### src/rtl/arm_mem_lsu.sv
// Load/store unit: one request at a time, sub-word lane extraction, read-modify-write sub-word stores.
// Optional macro ARM_LSU_ALIGN_CHECK_EN: fault misaligned halfword/word accesses without touching memory.
module arm_mem_lsu #(
    parameter int RD_LAT = 1
) (
    input  logic        clk,
    input  logic        rst_n,
    input  logic        req_valid,
    output logic        req_ready,
    input  logic        req_we,
    input  logic [1:0]  req_size,
    input  logic        req_signed,
    input  logic [31:0] req_addr,
    input  logic [31:0] req_wdata,
    output logic        rsp_valid,
    output logic [31:0] rsp_rdata,
    output logic        rsp_excpt,
    output logic [31:0] mem_addr,
    output logic [31:0] mem_data_in,
    output logic        mem_we,
    input  logic        mem_excpt,
    input  logic [31:0] mem_data_out
);

    typedef enum logic [1:0] {
        IDLE = 2'b00,
        RD   = 2'b01,
        WR   = 2'b10,
        RSP  = 2'b11
    } state_t;

    localparam logic [2:0] LAST_CNT = 3'(RD_LAT - 1);

    // Pick the addressed lane out of a memory word and extend it to 32 bits.
    function automatic logic [31:0] load_extract(
        input logic [31:0] word,
        input logic [1:0]  size,
        input logic        sgn,
        input logic [1:0]  lo
    );
        logic [7:0]  b;
        logic [15:0] h;
        case (lo)
            2'd0:    b = word[7:0];
            2'd1:    b = word[15:8];
            2'd2:    b = word[23:16];
            2'd3:    b = word[31:24];
            default: b = 8'h00;
        endcase
        h = lo[1] ? word[31:16] : word[15:0];
        case (size)
            2'b00:   load_extract = {{24{sgn & b[7]}}, b};
            2'b01:   load_extract = {{16{sgn & h[15]}}, h};
            default: load_extract = word;
        endcase
    endfunction

    // Replace only the addressed lane of the sampled word with the store data.
    function automatic logic [31:0] store_merge(
        input logic [31:0] word,
        input logic [31:0] wdata,
        input logic [1:0]  size,
        input logic [1:0]  lo
    );
        logic [31:0] m;
        m = word;
        case (size)
            2'b00: begin
                case (lo)
                    2'd0:    m[7:0]   = wdata[7:0];
                    2'd1:    m[15:8]  = wdata[7:0];
                    2'd2:    m[23:16] = wdata[7:0];
                    2'd3:    m[31:24] = wdata[7:0];
                    default: m = word;
                endcase
            end
            2'b01: begin
                if (lo[1]) begin
                    m[31:16] = wdata[15:0];
                end else begin
                    m[15:0] = wdata[15:0];
                end
            end
            default: m = wdata;
        endcase
        store_merge = m;
    endfunction

`ifdef ARM_LSU_ALIGN_CHECK_EN
    // Halfwords need addr[0] clear, words need addr[1:0] clear; bytes never fault.
    function automatic logic misaligned(input logic [1:0] size, input logic [1:0] lo);
        case (size)
            2'b00:   misaligned = 1'b0;
            2'b01:   misaligned = lo[0];
            default: misaligned = (lo != 2'b00);
        endcase
    endfunction
`endif

    state_t      state_r, state_s;
    logic [2:0]  cnt_r, cnt_s;
    logic        we_r, we_s;
    logic [1:0]  size_r, size_s;
    logic        signed_r, signed_s;
    logic [31:0] addr_r, addr_s;
    logic [31:0] wdata_r, wdata_s;
    logic        req_ready_r, req_ready_s;
    logic        rsp_valid_r, rsp_valid_s;
    logic [31:0] rsp_rdata_r, rsp_rdata_s;
    logic        rsp_excpt_r, rsp_excpt_s;
    logic [31:0] mem_addr_r, mem_addr_s;
    logic [31:0] mem_data_in_r, mem_data_in_s;
    logic        mem_we_r, mem_we_s;

    // Next-state and next-output logic; outputs are computed one edge ahead so they can be registered.
    always_comb begin
        state_s       = state_r;
        cnt_s         = cnt_r;
        we_s          = we_r;
        size_s        = size_r;
        signed_s      = signed_r;
        addr_s        = addr_r;
        wdata_s       = wdata_r;
        rsp_valid_s   = 1'b0;
        rsp_rdata_s   = 32'h0000_0000;
        rsp_excpt_s   = 1'b0;
        mem_addr_s    = 32'h0000_0000;
        mem_data_in_s = 32'h0000_0000;
        mem_we_s      = 1'b0;
        case (state_r)
            IDLE: begin
                if (req_valid) begin
                    we_s     = req_we;
                    size_s   = req_size;
                    signed_s = req_signed;
                    addr_s   = req_addr;
                    wdata_s  = req_wdata;
                    cnt_s    = 3'd0;
`ifdef ARM_LSU_ALIGN_CHECK_EN
                    if (misaligned(req_size, req_addr[1:0])) begin
                        state_s     = RSP;
                        rsp_valid_s = 1'b1;
                        rsp_excpt_s = 1'b1;
                    end else
`endif
                    if (req_we && req_size[1]) begin
                        state_s       = WR;
                        mem_addr_s    = {req_addr[31:2], 2'b00};
                        mem_data_in_s = req_wdata;
                        mem_we_s      = 1'b1;
                    end else begin
                        state_s    = RD;
                        mem_addr_s = {req_addr[31:2], 2'b00};
                    end
                end else begin
                    state_s = IDLE;
                end
            end
            RD: begin
                mem_addr_s = {addr_r[31:2], 2'b00};
                if (cnt_r == LAST_CNT) begin
                    // A read fault ends the request here; the write phase is never entered.
                    if (mem_excpt) begin
                        state_s     = RSP;
                        mem_addr_s  = 32'h0000_0000;
                        rsp_valid_s = 1'b1;
                        rsp_excpt_s = 1'b1;
                    end else if (we_r) begin
                        state_s       = WR;
                        mem_data_in_s = store_merge(mem_data_out, wdata_r, size_r, addr_r[1:0]);
                        mem_we_s      = 1'b1;
                    end else begin
                        state_s     = RSP;
                        mem_addr_s  = 32'h0000_0000;
                        rsp_valid_s = 1'b1;
                        rsp_rdata_s = load_extract(mem_data_out, size_r, signed_r, addr_r[1:0]);
                    end
                end else begin
                    cnt_s = cnt_r + 3'd1;
                end
            end
            WR: begin
                state_s     = RSP;
                rsp_valid_s = 1'b1;
                rsp_excpt_s = mem_excpt;
            end
            RSP: begin
                state_s = IDLE;
            end
            default: begin
                state_s = IDLE;
            end
        endcase
        req_ready_s = (state_s == IDLE);
    end

    // State, captured request fields and all outputs; reset clears everything except req_ready.
    always_ff @(posedge clk or negedge rst_n) begin
        if (!rst_n) begin
            state_r       <= IDLE;
            cnt_r         <= 3'd0;
            we_r          <= 1'b0;
            size_r        <= 2'b00;
            signed_r      <= 1'b0;
            addr_r        <= 32'h0000_0000;
            wdata_r       <= 32'h0000_0000;
            req_ready_r   <= 1'b1;
            rsp_valid_r   <= 1'b0;
            rsp_rdata_r   <= 32'h0000_0000;
            rsp_excpt_r   <= 1'b0;
            mem_addr_r    <= 32'h0000_0000;
            mem_data_in_r <= 32'h0000_0000;
            mem_we_r      <= 1'b0;
        end else begin
            state_r       <= state_s;
            cnt_r         <= cnt_s;
            we_r          <= we_s;
            size_r        <= size_s;
            signed_r      <= signed_s;
            addr_r        <= addr_s;
            wdata_r       <= wdata_s;
            req_ready_r   <= req_ready_s;
            rsp_valid_r   <= rsp_valid_s;
            rsp_rdata_r   <= rsp_rdata_s;
            rsp_excpt_r   <= rsp_excpt_s;
            mem_addr_r    <= mem_addr_s;
            mem_data_in_r <= mem_data_in_s;
            mem_we_r      <= mem_we_s;
        end
    end

    assign req_ready   = req_ready_r;
    assign rsp_valid   = rsp_valid_r;
    assign rsp_rdata   = rsp_rdata_r;
    assign rsp_excpt   = rsp_excpt_r;
    assign mem_addr    = mem_addr_r;
    assign mem_data_in = mem_data_in_r;
    assign mem_we      = mem_we_r;

endmodule

### config.mk
export PLATFORM = sky130hd
export DESIGN_NAME = arm_mem_lsu
export DESIGN_NICKNAME = d
export VERILOG_FILES = /design/src/rtl/arm_mem_lsu.sv
export SDC_FILE = /design/constraint.sdc
export NUM_CORES = 1
export LEC_CHECK = 0
export ABC_AREA = 1
export BUFFER_PORTS_ARGS = -buffer_cell sky130_fd_sc_hd__clkbuf_2
export CAP_MARGIN = 20
export CORE_ASPECT_RATIO = 1.5
export CORE_MARGIN = 2
export CORE_UTILIZATION = 53
export CTS_CLUSTER_SIZE = 10
export DETAILED_ROUTE_END_ITERATION = 12
export PLACE_DENSITY = 0.77
export RECOVER_POWER = 25
export SYNTH_ARGS = -nofsm -noshare
export SYNTH_HDL_FRONTEND = slang
export SYNTH_SLANG_ARGS = --single-unit
### constraint.sdc
create_clock -name clk -period 2.09 [get_ports clk]
set_input_delay 0.3135 -clock clk [delete_from_list [all_inputs] [get_ports clk]]
set_output_delay 0.3135 -clock clk [all_outputs]
set_load 0.05 [all_outputs]
==> results.json, run 1 <==
{
  "drtIter0Drc": 414,
  "synth_cell_types": 31,
  "grt.total_usage_pct": 28.27,
  "synth.most_common_cell": "nand2_1",
  "gr-total-overflow": 0,
  "cp_slowest_cell": "dfrtp_1",
  "grt_pass1_wl_mm": 32.22,
  "cp_data_arrival_time_ps": 2250,
  "synth_area_mm2": 0.007478,
  "end_kind": "flop",
  "clock_latency_ps": 430,
  "skew_ps": 8.829,
  "via_count": 6719,
  "via_per_inst": 5.436,
  "yosys-top-cells-area": "dfrtp_1, nand2_1, o21ai_0",
  "startpoint_type": "flop",
  "initial_utilization_pct": 53.70,
  "cts_tree": "yes",
  "relSlewSlack_pct": 10.14,
  "wl_per_cell_um": 16.78,
  "ir_drop_uv": 1166,
  "dieHeight_um": 149.5,
  "drive_gt1_share_pct": 25.68,
  "grt_pass1_vias": 6422,
  "setup_ws_ps": 192.6,
  "clockRootBuffer": "clkbuf_16",
  "async_reset_ff_share_pct": 100.0,
  "dpl.hpwl_mm": 15.47,
  "crit_fanout": 16,
  "clk_path_buf_depth": 2,
  "status": "finished clean",
  "core_mm2": 0.01393,
  "max_freq_ghz": 0.5270,
  "syn_area_per_cell_um2": 8.706,
  "netlist.area_leader.share_pct": 56.88,
  "tightest_slew_ps": 1348,
  "dieArea_mm2": 0.01510,
  "grt_start_max_net_pins": 63,
  "antenna_found_initial": 0,
  "dr.pass1.iters": 8,
  "cp_cell_sequence": "inv_1 -> ha_1 -> inv_1 -> nor2_2 -> nand2_1 -> nor2_1 -> nand2_2 -> nor2_1",
  "wl_mm": 20.74,
  "cellPowerDensity_mw_per_mm2": 1544,
  "diodes": 0,
  "synth_edf_count": 0,
  "clock-sinks": 171,
  "drv_cap": 0,
  "final.setup.tns_ps": 0,
  "area.sequential_mm2": 0.004280,
  "drv_slew": 0,
  "fillers": 1185,
  "rsz0062_at_grt": "no",
  "utilization_pct": 66.80,
  "criticalPathCategory": "reg2reg",
  "fin_crit_sh_pct": 90.79,
  "seq_area_frac_synth_pct": 57.24,
  "yosys.area.top_type": "dfrtp_1",
  "syn_inst": 859,
  "fin_nets": 1168,
  "crit_path_max_incr_delay_ps": 380,
  "clk_pin_slew_ps": 60,
  "ys.flop_type": "dfrtp_1",
  "fin_crit_ps": 1897,
  "setup_viol": 0,
  "gp_congestion": 0.9463,
  "cts_setup_buffers": 0,
  "port_buffers": 201,
  "p_leak_nw": 5.021,
  "htree_levels": 4,
  "hold_path_class": "in2reg",
  "die_w_um": 101.0,
  "numCtsBuffers": 17,
  "num_rows": 53,
  "multi_input_area_mm2": 0.002679,
  "drc_errors": 0,
  "yosys_warnings": 0,
  "ys_seq_elements": 171,
  "final_antenna_net_count": 0,
  "syn2layout_area_growth_pct": 24.39,
  "cp.required_ps": 2440,
  "synth_common_cells": "nand2_1, dfrtp_1, o21ai_0",
  "place_ws_ps": 206.3,
  "ios": 204,
  "finalHoldViolations": 0
}
==> final cells by class <==
type	count	share of cell area (%)
flip-flops and latches	171	46.01
multi-input cells	561	28.80
repair buffers	223	13.10
clock buffers	19	4.654
inverters	85	3.470
well taps	165	2.219
clock inverters	12	1.748
==> registers in the layout (all words and copies together), names as in the netlist, 2 cells and up <==
register,count
addr_r,32
cnt_r,3
mem_addr,30
mem_data_in,32
rsp_rdata,32
size_r,2
state_r,2
wdata_r,32
==> per-stage QoR <==
stage,cells,hold slack [ps],area (um2),power [mW]
finish,1236,90.19,9303,14.36
global route,1236,103.7,9303,15.25
CTS,1236,85.02,9323,14.36
detailed placement,1204,308.4,8717,11.10
global placement,1204,306.8,8717,11.00
floorplan,860,17.91,7482,9.388
==> layout by cell type, fill, tap and decap left out, types with 2 or more instances in the layout <==
cell type   instances
nor2_2             12
nand3_2             2
a21oi_1            26
buf_12              3
clkinv_4            2
clkinvlp_4          3
nand2_1           240
inv_1              81
buf_4              16
o211ai_1           30
nor2_1             36
nand2_2             2
dfrtp_1           170
buf_6               2
bufinv_16           3
clkbuf_2          201
nor3b_1             6
o22ai_1             7
o21bai_1            2
inv_2               3
clkbuf_1            2
conb_1              2
ha_1                5
a22oi_1             5
clkbuf_16          17
inv_6               4
o21ai_0           141
nand3_1            38
==> kinds of logic (layout without fill, tap and decap cells) <==
kind of cell	Yosys count	after routing	synth area share, %
AO/OA/AOI/OAI	214	214	15.86
XOR/XNOR	1	1	0.1171
adder cells (fa/ha/maj)	5	5	0.8365
buffers and inverters	128	339	6.993
flip-flops	171	171	57.24
other	1	2	0.05014
AND/OR/NAND/NOR	339	339	18.91
==> critical path, delay by kind of cell, from the launching register on <==
family	cells	cell delay [ps]
buffers and inverters	2	220
adders and majority gates	1	250
and+or+nand+nor	5	960
DFF	1	380
==> layer usage <==
metal	global-route usage [%]	share of wire, %	vias to the layer above
met4	16.01	5.7	0
met5	0	0	-
li1	-	-	3194
met2	47.07	49	348
met3	8.080	9.4	70
met1	32.40	36	3107
==> where the power goes <==
| group | internal, mW | switching, mW | total [mW] |
|---|---|---|---|
| clock network | 1.89 | 1.32 | 3.21 |
| registers | 4.40 | 0.607 | 5.01 |
| logic | 1.64 | 4.51 | 6.14 |
==> timing repair <==
action | in CTS | in global routing
hold buffers | 1 | 0
setup endpoints to repair | 0 | 6
resized for setup | 0 | 1
hold endpoints to repair | 50 | 0
==> path summary, 6_finish.rpt <==
path / start / end / slack, ps / depth (start not counted)
max in group asynchronous: rst_n / wdata_r[4]$_DFFE_PN0P_ / 360 / 3
worst max register to register: state_r[1]$_DFF_PN0_ / rsp_rdata[31]$_DFF_PN0_ / 190 / 8
worst max-delay path: state_r[1]$_DFF_PN0_ / rsp_rdata[31]$_DFF_PN0_ / 190 / 8
worst min-delay path: req_signed / signed_r$_DFFE_PN0P_ / 90 / 3
worst min register to register: wdata_r[31]$_DFFE_PN0P_ / wdata_r[31]$_DFFE_PN0P_ / 490 / 2
min in group asynchronous: rst_n / mem_data_in[22]$_DFF_PN0_ / 730 / 2
No activity file was read; power rests on OpenSTA's default activity.
==> run 2, diff against run 1 <==
==> constraint.sdc (replaced) <==
create_clock -name clk -period 2.09 [get_ports clk]
set_input_delay 0 -clock clk [delete_from_list [all_inputs] [get_ports clk]]
set_output_delay 0 -clock clk [all_outputs]
set_load 0.05 [all_outputs]
==> run 2 against run 1 <==
Core utilization rose by 6.7 points. Critical path depth shrank 3. Critical path type unchanged. Clock power down 11%. Power down 0.54%. Sequential power barely moved. Setup slack worse by 2.4 ps. Clock-buffer cell count unchanged. Clock skew grew 4.9 ps. Critical endpoint is now mem_data_in[26]$_DFF_PN0_. Worst hold slack better by 240 ps. Via count increased by 7.7%.
==> results.json, run 2 (synthesized netlist as in run 1, its figures left out) <==
{
  "status": "finished clean",
  "dieArea_mm2": 0.01510,
  "route.met2.wl_mm": 11.67,
  "finalHoldViolations": 0,
  "final_antenna_net_count": 0,
  "criticalPathCategory": "reg2reg",
  "via_per_inst": 5.417,
  "grt.total_usage_pct": 31.80,
  "dpl.hpwl_mm": 15.40,
  "end_kind": "flop",
  "dieHeight_um": 149.5,
  "syn2layout_area_growth_pct": 36.84,
  "fin_crit_sh_pct": 90.90,
  "die_w_um": 101.0,
  "grt_start_max_net_pins": 63,
  "via_count": 7237,
  "clock_latency_ps": 430,
  "cts_tree": "yes",
  "grt_pass1_vias": 7245,
  "numCtsBuffers": 17,
  "switching_power_mw": 6.588,
  "final.setup.tns_ps": 0,
  "seq_power_share_pct": 35.2,
  "placed_cell_area_mm2": 0.008690,
  "clockPowerShare_pct": 20.1,
  "wl_per_cell_um": 17.39,
  "antenna_found_initial": 0,
  "initial_utilization_pct": 53.70,
  "rrSetupSlack_ps": 190,
  "wl_met1_mm": 8.237,
  "intPower_mw": 7.696,
  "drc_errors": 0,
  "drv_cap": 0,
  "skew_ps": 13.75,
  "cp.required_ps": 2380,
  "crit_fanout": 17,
  "startpoint_type": "flop",
  "p_comb_share_pct": 44.7,
  "max_freq_ghz": 0.5263,
  "clockRootBuffer": "clkbuf_16",
  "dr.pass1.iters": 5,
  "relSlewSlack_pct": 21.24,
  "drive_gt1_share_pct": 23.31,
  "stdcell_area_mm2": 0.01023,
  "drtIter0Drc": 549,
  "num_rows": 53,
  "fin_nets": 1268,
  "hold_path_class": "in2reg",
  "gr-total-overflow": 0,
  "hold_path_depth": 4,
  "grt_pass1_wl_mm": 36.60,
  "core_mm2": 0.01393,
  "clk_path_buf_depth": 2,
  "p_leak_nw": 5.403,
  "ir_drop_uv": 893.7,
  "diodes": 0,
  "timing.hold.worst_endpoint": "wdata_r[15]$_DFFE_PN0P_",
  "wl_mm": 23.23,
  "drv_slew": 0,
  "clock-sinks": 171,
  "clk_pin_slew_ps": 70,
  "r2r_start": "addr_r[1]$_DFFE_PN0P_",
  "reg2reg_depth": 5,
  "routed-wl-met3_mm": 1.751,
  "holdCritStartpoint": "req_wdata[15]",
  "gp_congestion": 0.9703,
  "setup_viol": 0,
  "rr_endpoint": "mem_data_in[26]$_DFF_PN0_",
  "port_buffers": 201,
  "htree_levels": 4,
  "final_common_cell": "nand2_1",
  "tightest_slew_ps": 1181,
  "swShare_pct": 46.12,
  "cp_data_arrival_time_ps": 2190,
  "final_cell_mix": "nand2_1, clkbuf_2, dfrtp_1, o21ai_0, dlygate4sd3_1",
  "rsz0062_at_grt": "no",
  "cellPowerDensity_mw_per_mm2": 1396,
  "ios": 204,
  "fin_crit_ps": 1900,
  "highest_layer": "met4"
}
==> run 2: per-layer routing <==
metal | vias to the layer above | global-route usage [%]
met5 | - | 0
met4 | 0 | 19.80
met3 | 91 | 6.866
met2 | 389 | 53.93
met1 | 3372 | 36.14
li1 | 3385 | -
==> run 2: worst max-delay path by stage <==
stage                          startpoint                         to  slack, ps  cells after the start
floorplan            state_r[0]$_DFF_PN0_     addr_r[10]$_DFFE_PN0P_        550                      8
global placement     state_r[1]$_DFF_PN0_     rsp_rdata[2]$_DFF_PN0_        300                      8
detailed placement   state_r[1]$_DFF_PN0_     rsp_rdata[2]$_DFF_PN0_        250                      8
CTS                  state_r[1]$_DFF_PN0_     rsp_rdata[2]$_DFF_PN0_        230                      8
global route         state_r[1]$_DFF_PN0_     rsp_rdata[2]$_DFF_PN0_         10                      8
finish              addr_r[1]$_DFFE_PN0P_  mem_data_in[26]$_DFF_PN0_        190                      5
==> run 2: layout make-up <==
type | instances | area [um2]
multi-input combinational | 561 | 2684
fill | 1025 | 3692
timing repair buffer | 323 | 2215
sequential | 171 | 4280
tap | 165 | 206.4
clock inverter | 12 | 92.59
clock buffer | 19 | 432.9
inverter | 85 | 322.8
==> run 2: worst max-delay path: stages (launching register included) <==
cell	delay, ps
dfrtp_1	650
nand2_1	460
o211ai_1	340
nand3_1	150
nand2_1	100
o21ai_0	70
==> run 2: per-stage QoR <==
| step | utilization (%) | setup WS, ps | power (mW) | cells | hold slack, ps |
|---|---|---|---|---|---|
| 6_report | 73.49 | 190.1 | 14.28 | 1336 | 330.4 |
| 5_1_grt | 73.49 | 14.72 | 15.15 | 1336 | 350.5 |
| 4_1_cts | 73.58 | 234.8 | 14.16 | 1336 | 87.02 |
| 3_5_place_dp | 62.40 | 250.4 | 11.11 | 1202 | -32.22 |
| 3_3_place_gp | 62.40 | 295.7 | 11.00 | 1202 | -35.13 |
| 2_1_floorplan | - | 545.1 | 9.388 | 860 | -295.6 |
==> run 2: what timing repair did <==
item,CTS,global route
hold buffers,103,0
endpoints found under the hold margin,305,0
gates resized for setup,0,2
endpoints found under the setup margin,0,6
buffers inserted,0,0
==> run 2: power by group through the flow <==
stage | Combinational (mW) | Clock, mW | Sequential (mW)
floorplan | 3.04 | 0 | 6.35
global placement | 5.98 | 0 | 5.02
detailed placement | 6.07 | 0 | 5.03
CTS | 6.29 | 2.88 | 4.99
global route | 6.99 | 3.03 | 5.13
finish | 6.38 | 2.87 | 5.03
==> run 3, diff against run 2 <==
--- a/config.mk
+++ b/config.mk
@@ -14,7 +14,6 @@
 export CTS_CLUSTER_SIZE = 10
 export DETAILED_ROUTE_END_ITERATION = 12
 export PLACE_DENSITY = 0.77
-export RECOVER_POWER = 25
 export SYNTH_ARGS = -nofsm -noshare
 export SYNTH_HDL_FRONTEND = slang
 export SYNTH_SLANG_ARGS = --single-unit
==> run 3 against run 2 <==
Global-route usage is the same. Clock skew decreased by 1.8 ps. Wire length is 0.27% higher. Power is essentially flat. Combinational power barely moved. Die area stayed put. Highest routed layer unchanged. Setup slack improved by 1.2 ps. Critical path type unchanged. Worst hold slack lost 250 ps. Maximum frequency about the same. Critical endpoint unchanged. Final cell count unchanged.
==> results.json, run 3 (synthesized netlist as in run 1, its figures left out) <==
{
  "status": "finished clean",
  "relSlewSlack_pct": 64.69,
  "core_mm2": 0.01393,
  "ios": 204,
  "initial_utilization_pct": 53.70,
  "setup_viol": 0,
  "fin_nets": 1268,
  "cellPowerDensity_mw_per_mm2": 1394,
  "grt_start_max_net_pins": 63,
  "gr-total-overflow": 0,
  "via_per_inst": 5.424,
  "fillers": 1023,
  "routed-wl-met3_mm": 1.713,
  "drv_slew": 0,
  "grt.total_usage_pct": 31.80,
  "die_w_um": 101.0,
  "place_ws_ps": 250.4,
  "crit_fanout": 17,
  "numCtsBuffers": 17,
  "p_leak_nw": 5.410,
  "startpoint_type": "flop",
  "finalHoldViolations": 0,
  "holdWs_ps": 76.49,
  "fin_crit_sh_pct": 90.85,
  "utilization_pct": 73.64,
  "clockRootBuffer": "clkbuf_16",
  "num_rows": 53,
  "final_common_cell": "nand2_1",
  "end_kind": "flop",
  "antenna_found_initial": 0,
  "grt_pass1_wl_mm": 36.60,
  "rsz0062_at_grt": "no",
  "drv_cap": 0,
  "skew_ps": 11.95,
  "diodes": 0,
  "cp.required_ps": 2380,
  "tightest_slew_ps": 528.4,
  "dieHeight_um": 149.5,
  "clk_path_buf_depth": 2,
  "drc_errors": 0,
  "htree_levels": 4,
  "max_freq_ghz": 0.5267,
  "via_count": 7247,
  "final.setup.tns_ps": 0,
  "gp_congestion": 0.9703,
  "wl_mm": 23.29,
  "highest_layer": "met4",
  "clock-sinks": 171,
  "route.met2.wl_mm": 11.65,
  "dpl.hpwl_mm": 15.40,
  "clk_pin_slew_ps": 70,
  "drive_gt1_share_pct": 23.31,
  "syn2layout_area_growth_pct": 37.13,
  "fin_crit_ps": 1899,
  "criticalPathCategory": "reg2reg",
  "wl_met1_mm": 8.347,
  "port_buffers": 201,
  "clock_latency_ps": 420,
  "ir_drop_uv": 892.7,
  "wl_per_cell_um": 17.44,
  "setup_ws_ps": 191.3,
  "cts_tree": "yes",
  "cts_setup_buffers": 0,
  "hold_path_class": "in2async",
  "cp_data_arrival_time_ps": 2190,
  "drtIter0Drc": 524,
  "grt_pass1_vias": 7245,
  "final_cell_mix": "nand2_1, clkbuf_2, dfrtp_1, o21ai_0, dlygate4sd3_1",
  "dieArea_mm2": 0.01510,
  "dr.pass1.iters": 6,
  "final_antenna_net_count": 0
}
run 3: cell types whose count changed in the layout (fill, tap and decap cells not counted):
cell / before / now
buf_4: 14 / 15
buf_12: 3 / 4
clkbuf_2: 202 / 200
buf_6: 0 / 1
clkbuf_4: 1 / 0
run 3: final cells by class:
| cell class | instances | area (um2) | share of cell area (%) |
|---|---|---|---|
| Clock buffer | 19 | 432.9 | 4.222 |
| Clock inverter | 12 | 92.59 | 0.9029 |
| Inverter | 85 | 322.8 | 3.148 |
| Multi-Input combinational cell | 561 | 2684 | 26.17 |
| Sequential cell | 171 | 4280 | 41.74 |
| Tap cell | 165 | 206.4 | 2.013 |
| Timing Repair Buffer | 323 | 2236 | 21.80 |
run 3: power breakdown:
group          internal (mW)  switching [mW]
combinational           1.77            4.62
sequential              4.41           0.628
clock                   1.52            1.34
total                   7.70            6.59
run 3: path summary, 6_finish.rpt:
kind                       slack (ps)                        end  cells past startpoint               startpoint
hold / removal                     80    rsp_rdata[17]$_DFF_PN0_                      2                    rst_n
min in group clk                  330    wdata_r[15]$_DFFE_PN0P_                      4            req_wdata[15]
max in group asynchronous        1250    rsp_rdata[25]$_DFF_PN0_                      3                    rst_n
setup / recovery                  190  mem_data_in[26]$_DFF_PN0_                      5    addr_r[1]$_DFFE_PN0P_
setup reg to reg                  190  mem_data_in[26]$_DFF_PN0_                      5    addr_r[1]$_DFFE_PN0P_
hold reg to reg                   490    wdata_r[18]$_DFFE_PN0P_                      2  wdata_r[18]$_DFFE_PN0P_
run 3: per-layer routing:
layer / track usage, % / up-vias
met1: 36.14 / 3384
met3: 6.866 / 98
met4: 19.80 / 0
met5: 0 / -
li1: - / 3383
met2: 53.93 / 382
run 3: per-stage QoR:
| stage | cell area (um2) | power (mW) | std cells |
|---|---|---|---|
| floorplan | 7482 | 9.388 | 860 |
| global placement | 8690 | 11.00 | 1202 |
| detailed placement | 8690 | 11.11 | 1202 |
| CTS | 10250 | 14.16 | 1336 |
| global route | 10250 | 15.15 | 1336 |
| finish | 10250 | 14.29 | 1336 |
run 3: critical path, cell delays in order (launching register included):
cell and delay [ps]:
dfrtp_1 650, nand2_1 460, o211ai_1 340, nand3_1 150
nand2_1 100, o21ai_0 70
run 3: what timing repair did:
item / in CTS / in global routing
endpoints found under the setup margin: 0 / 6
hold endpoints to repair: 305 / 0
hold buffers: 103 / 0
resized for setup: 0 / 2
